<file path="src/rtl/mem_arb_pkg.sv">
// Shared definitions for the unified instruction/data memory port arbiter.
package mem_arb_pkg;

  localparam int unsigned MEM_ARB_AW     = 10;
  localparam int unsigned MEM_ARB_DW     = 32;
  localparam int unsigned MEM_ARB_WAIT_W = 4;

  typedef enum logic [1:0] {
    IDLE    = 2'd0,
    BUSY_IF = 2'd1,
    BUSY_DM = 2'd2
  } arb_state_t;

  function automatic logic [15:0] sat_inc16(input logic [15:0] v);
    return (v == 16'hFFFF) ? v : v + 16'd1;
  endfunction

endpackage

</file>
<file path="src/rtl/arb_priority_sel.sv">
// Combinational pick between fetch and data requesters; data wins unless fetch is starved.
module arb_priority_sel
  import mem_arb_pkg::*;
(
  input  logic if_elig,
  input  logic dm_elig,
  input  logic starved,
  output logic grant_if,
  output logic grant_dm
);

  always_comb begin
    grant_if = 1'b0;
    grant_dm = 1'b0;
    if (if_elig && dm_elig) begin
      if (starved) grant_if = 1'b1;
      else         grant_dm = 1'b1;
    end else if (if_elig) begin
      grant_if = 1'b1;
    end else if (dm_elig) begin
      grant_dm = 1'b1;
    end
  end

endmodule

</file>
<file path="src/rtl/mem_port_arbiter.sv">
// Arbitrates one single-port memory between fetch (read-only) and load/store requesters.
// Optional performance counters are built when MEM_ARB_PERF_EN is defined.
module mem_port_arbiter
  import mem_arb_pkg::*;
#(
  parameter int unsigned AW       = MEM_ARB_AW,
  parameter int unsigned DW       = MEM_ARB_DW,
  parameter int unsigned MAX_WAIT = 4
) (
  input  logic          clk,
  input  logic          rst_n,
  input  logic          if_req,
  input  logic [AW-1:0] if_addr,
  input  logic          if_flush,
  output logic          if_ack,
  output logic [DW-1:0] if_rdata,
  input  logic          dm_req,
  input  logic          dm_we,
  input  logic [AW-1:0] dm_addr,
  input  logic [DW-1:0] dm_wdata,
  output logic          dm_ack,
  output logic [DW-1:0] dm_rdata,
  output logic          mem_req,
  output logic          mem_we,
  output logic [AW-1:0] mem_addr,
  output logic [DW-1:0] mem_wdata,
  input  logic [DW-1:0] mem_rdata,
  input  logic          mem_ready
`ifdef MEM_ARB_PERF_EN
  ,
  output logic [15:0]   perf_conflicts,
  output logic [15:0]   perf_if_stall,
  output logic [15:0]   perf_forced
`endif
);

  localparam logic [MEM_ARB_WAIT_W-1:0] MAX_WAIT_C = MEM_ARB_WAIT_W'(MAX_WAIT);

  arb_state_t                state;
  logic [MEM_ARB_WAIT_W-1:0] wait_cnt;
  logic                      drop;
  logic                      idle;
  logic                      if_elig;
  logic                      dm_elig;
  logic                      starved;
  logic                      conflict;
  logic                      grant_if;
  logic                      grant_dm;

  // A requester still shows req during its own ack cycle; that stale level is not a new request.
  assign idle     = (state == IDLE);
  assign if_elig  = idle && if_req && !if_ack;
  assign dm_elig  = idle && dm_req && !dm_ack;
  assign starved  = (wait_cnt >= MAX_WAIT_C);
  assign conflict = if_elig && dm_elig;

  arb_priority_sel u_sel (
    .if_elig  (if_elig),
    .dm_elig  (dm_elig),
    .starved  (starved),
    .grant_if (grant_if),
    .grant_dm (grant_dm)
  );

  always_ff @(posedge clk or negedge rst_n) begin
    if (!rst_n) begin
      state     <= IDLE;
      wait_cnt  <= '0;
      drop      <= 1'b0;
      if_ack    <= 1'b0;
      if_rdata  <= '0;
      dm_ack    <= 1'b0;
      dm_rdata  <= '0;
      mem_req   <= 1'b0;
      mem_we    <= 1'b0;
      mem_addr  <= '0;
      mem_wdata <= '0;
    end else begin
      if_ack <= 1'b0;
      dm_ack <= 1'b0;
      case (state)
        IDLE: begin
          if (grant_if) begin
            state     <= BUSY_IF;
            mem_req   <= 1'b1;
            mem_we    <= 1'b0;
            mem_addr  <= if_addr;
            mem_wdata <= '0;
            wait_cnt  <= '0;
            drop      <= if_flush;
          end else if (grant_dm) begin
            state     <= BUSY_DM;
            mem_req   <= 1'b1;
            mem_we    <= dm_we;
            mem_addr  <= dm_addr;
            mem_wdata <= dm_wdata;
            if (conflict) wait_cnt <= wait_cnt + 1'b1;
          end
        end
        BUSY_IF: begin
          if (mem_ready) begin
            state   <= IDLE;
            mem_req <= 1'b0;
            drop    <= 1'b0;
            // A flush arriving with the completion still cancels delivery.
            if (!(drop || if_flush)) begin
              if_ack   <= 1'b1;
              if_rdata <= mem_rdata;
            end
          end else if (if_flush) begin
            drop <= 1'b1;
          end
        end
        BUSY_DM: begin
          if (mem_ready) begin
            state   <= IDLE;
            mem_req <= 1'b0;
            dm_ack  <= 1'b1;
            if (!mem_we) dm_rdata <= mem_rdata;
          end
        end
        default: state <= IDLE;
      endcase
    end
  end

`ifdef MEM_ARB_PERF_EN
  logic forced;
  assign forced = conflict && starved;

  always_ff @(posedge clk or negedge rst_n) begin
    if (!rst_n) begin
      perf_conflicts <= '0;
      perf_if_stall  <= '0;
      perf_forced    <= '0;
    end else begin
      if (conflict)          perf_conflicts <= sat_inc16(perf_conflicts);
      if (if_req && !if_ack) perf_if_stall  <= sat_inc16(perf_if_stall);
      if (forced)            perf_forced    <= sat_inc16(perf_forced);
    end
  end
`endif

endmodule

</file>
<file path="config.mk">
export PLATFORM = sky130hd
export DESIGN_NAME = mem_port_arbiter
export DESIGN_NICKNAME = d
export VERILOG_FILES = /design/src/rtl/mem_arb_pkg.sv /design/src/rtl/arb_priority_sel.sv /design/src/rtl/mem_port_arbiter.sv
export SDC_FILE = /design/constraint.sdc
export NUM_CORES = 1
export LEC_CHECK = 0
export ABC_AREA = 1
export BUFFER_PORTS_ARGS = -buffer_cell sky130_fd_sc_hd__buf_4
export CORE_UTILIZATION = 51
export DETAILED_ROUTE_END_ITERATION = 10
export GPL_ROUTABILITY_DRIVEN = 0
export PLACE_DENSITY_LB_ADDON = 0.3
export REMOVE_ABC_BUFFERS = 1
export SETUP_SLACK_MARGIN = 0.5
export SYNTH_ARGS = -nofsm -noshare
export SYNTH_HDL_FRONTEND = slang
export SYNTH_SLANG_ARGS = --single-unit
</file>
<file path="constraint.sdc">
create_clock -name clk -period 2.35 [get_ports clk]
set_input_delay 0.3525 -clock clk [delete_from_list [all_inputs] [get_ports clk]]
set_output_delay 0.3525 -clock clk [all_outputs]
set_load 0.02 [all_outputs]
</file>
==> impl_metrics.sql <==
INSERT INTO impl_metrics (metric_group, metric, value, unit) VALUES
('min_path', 'hold_path_end', 'mem_wdata[6]', ''),
('cts', 'cts_root_buffer', 'clkbuf_8', ''),
('finish', 'num_antenna_cells', '0', ''),
('setup_path', 'master_of_the_slowest_instance_on_the_critical_path', 'dfrtp_1', ''),
('timing', 'min_period_over_period', '75.1', '%'),
('placed_design', 'place.port_buffers', '200', ''),
('drt', 'vias_per_cell', '5.09', ''),
('timing', 'timing.slew.headroom', '57.1', '%'),
('floorplanning', 'initial_cell_density_of_the_core', '53.2', '%'),
('cts', 'clock_tree.buffer_depth', '2', ''),
('setup_path', 'crit_arrival', '2.20', 'ns'),
('logic_synthesis', 'synth_top_cells_by_area', 'dfrtp_1 (63%), nand2_1 (13%), nand3_1 (7.4%)', ''),
('logic_synthesis', 'synthArstFlopShare', '100', '%'),
('logic_synthesis', 'number_of_synthesized_flops_with_an_enable_pin', '0', ''),
('finish', 'nNetsFinal', '808', ''),
('logic_synthesis', 'syn-instance-count', '505', ''),
('setup_path', 'rrSetupSlack', '0.58', 'ns'),
('setup_path', 'worst_setup_path_end_kind', 'flip-flop', ''),
('finish', 'post-route-cell-area', '0.00699', 'mm2'),
('drt', 'antenna_left', '0', ''),
('logic_synthesis', 'post_synth_xor_area_fraction', '0', '%'),
('power_and_ir_drop', 'ir_drop_worst_case_vdd', '0.000774', 'V'),
('global_routing', 'globalRoute.totalOverflow', '0', ''),
('logic_synthesis', 'synth-compound-area-share', '7.37', '%'),
('finish', 'area_growth_syn_to_layout', '49.3', '%'),
('setup_path', 'cp-start-kind', 'flip-flop', ''),
('global_routing', 'grt_pass1_wl', '19600', 'um'),
('setup_path', 'largest_stage_delay_worst_path', '0.42', 'ns'),
('cts', 'cts_tree', 'yes', ''),
('cts', 'cts_sinks', '117', ''),
('drt', 'detailedRoute.firstIterationViolations', '237', ''),
('logic_synthesis', 'ys_top_cells_by_count', 'nand2_1 (157), dfrtp_1 (117), nand3_1 (69)', ''),
('floorplanning', 'design.die.area', '0.00957', 'mm2'),
('logic_synthesis', 'yosys_register_bits', '117', ''),
('logic_synthesis', 'syn-cell-area', '0.00468', 'mm2'),
('min_path', 'min_delay_path_class', 'primary input to flip-flop', ''),
('floorplanning', 'die_height', '97.8', 'um'),
('setup_path', 'timing.reg2reg.worst_path_depth', '9', ''),
('floorplanning', 'row_count', '34', ''),
('timing', 'worst_slew_pin_slew', '0.644', 'ns'),
('drt', 'drtPass1Iterations', '8', ''),
('timing', 'final.setup.tns', '0', 'ns'),
('timing', 'timing_max_transition_violations_final', '0', ''),
('logic_synthesis', 'synthAdderAreaFrac', '1.34', '%'),
('setup_path', 'rr_startpoint', 'state[0]', ''),
('logic_synthesis', 'synth_largest_area_cell', 'dfrtp_1', ''),
('cts', 'clkSlewWorstSetupHoldPaths', '0.06', 'ns'),
('finish', 'nFillCells', '563', ''),
('logic_synthesis', 'yosysWarnings', '0', ''),
('placed_design', 'post-dp-hpwl', '8210', 'um'),
('finish', 'share_of_cells_above_drive_strength_1', '35.4', '%'),
('global_routing', 'grt_total_usage', '25.9', '%'),
('logic_synthesis', 'sequential_to_total_area_share_from_yosys_stat', '62.5', '%'),
('floorplanning', 'coreArea', '0.00881', 'mm2'),
('timing', 'fin_hold_ws', '0.0829', 'ns'),
('timing', 'rsz0062_at_grt', 'no', ''),
('power_and_ir_drop', 'p_per_area', '1510', 'mW/mm2'),
('global_routing', 'grt_antenna_before_repair', '0', ''),
('global_routing', 'pin_count_of_the_biggest_net_entering_global_routing', '65', ''),
('finish', 'register_area', '0.00293', 'mm2'),
('drt', 'finalWirelength', '12400', 'um'),
('logic_synthesis', 'synth_most_common_cell', 'nand2_1', ''),
('finish', 'multi_input_comb_area', '0.00147', 'mm2'),
('setup_path', 'timing_worst_setup_path_type', 'flip-flop to flip-flop', ''),
('cts', 'clk_latency', '0.50', 'ns'),
('status', 'failed_checks', 'design-rule violations', ''),
('drt', 'detail_route.drc_violations', '36', ''),
('setup_path', 'crit_path_max_fanout', '24', ''),
('timing', 'maxClockFrequency', '0.566', 'GHz'),
('status', 'status', 'complete, but fails checks', ''),
('floorplanning', 'number_of_primary_i_o_pins', '201', '');
cells in the final DEF, fill, tap and decap left out, types with 2 or more instances in the layout:
master      netlist  routed
nand2_1         157     156
nand2_2           3       2
nor2_1            5       5
buf_12            0       5
buf_6             2       2
clkinvlp_4        0       3
buf_4             4     207
bufinv_16         0       2
nor2_4            2       2
ha_1              5       4
clkinv_2          0       3
inv_1            46      46
nand3_1          69      68
clkbuf_16         0      17
o21ai_0          68      68
dfrtp_1         117     117
clkinv_4          0       4
clkbuf_8          0       2
metal layers:
metal  wire, um  vias to the layer above  track usage (%)
met5          0                        -                0
met3       1170                       14             9.38
li1           -                     2017                -
met2       6190                      211             42.7
met4        153                        0             9.67
met1       4840                     1996             31.3
power by group:
group	leakage, nW	internal (W)	switching (W)
logic	2.08	0.00189	0.00274
clock network	0.270	0.00153	0.000875
registers	1.48	0.00294	0.000555
total	3.82	0.00636	0.00417
cells by family (layout without fill, tap and decap cells):
group / after synthesis / in the layout
AO/OA/AOI/OAI: 69 / 69
adder cells (fa/ha/maj): 5 / 5
buffers and inverters: 75 / 294
flip-flops: 117 / 117
AND/OR/NAND/NOR: 239 / 239
timing repair:
action                                 in CTS  in global routing
gates cloned                                0                  1
hold buffers                                1                  0
endpoints found under the hold margin      47                  0
resized for setup                           4                  5
buffers inserted                            0                  5
pin swaps                                   0                  1
setup endpoints to repair                  41                 68
layout make-up:
type | instances | area share (%)
Timing Repair Buffer | 216 | 24.5
Multi-Input combinational cell | 313 | 21.0
Clock buffer | 19 | 6.17
Inverter | 47 | 2.59
Sequential cell | 117 | 41.9
Clock inverter | 12 | 1.90
Tap cell | 108 | 1.93
critical path: cells and delay by family (launching register included):
family / cells / cell delay [ns]
AND/OR/NAND/NOR: 5 / 0.58
buffers and inverters: 3 / 0.46
flip-flops: 1 / 0.42
adder cells (fa/ha/maj): 1 / 0.23
worst max-delay path by stage:
stage / start / end / cells after the start
6_report: state[0] / mem_wdata[1] / 9
5_1_grt: state[0] / mem_wdata[1] / 9
4_1_cts: state[0] / mem_addr[4] / 9
3_5_place_dp: state[0] / mem_addr[0] / 9
3_3_place_gp: state[0] / mem_addr[0] / 9
2_1_floorplan: state[1] / if_rdata[0] / 4
registers in the layout (all words and copies together) (netlist names):
name       count
dm_rdata      32
if_rdata      32
mem_wdata     32
mem_addr      10
wait_cnt       4
state          2
dm_ack         1
drop           1
if_ack         1
mem_req        1
mem_we         1
through the flow:
step                instances  utilization [%]  setup WS, ns  total power (W)
floorplan                 477                -         0.199          0.00582
global placement          794             71.7         0.529          0.00778
detailed placement        794             71.7         0.398          0.00795
CTS                       826             78.4         0.523           0.0104
global route              832             79.4         0.486           0.0111
finish                    832             79.4         0.584           0.0105
No activity file was read; power rests on OpenSTA's default activity.
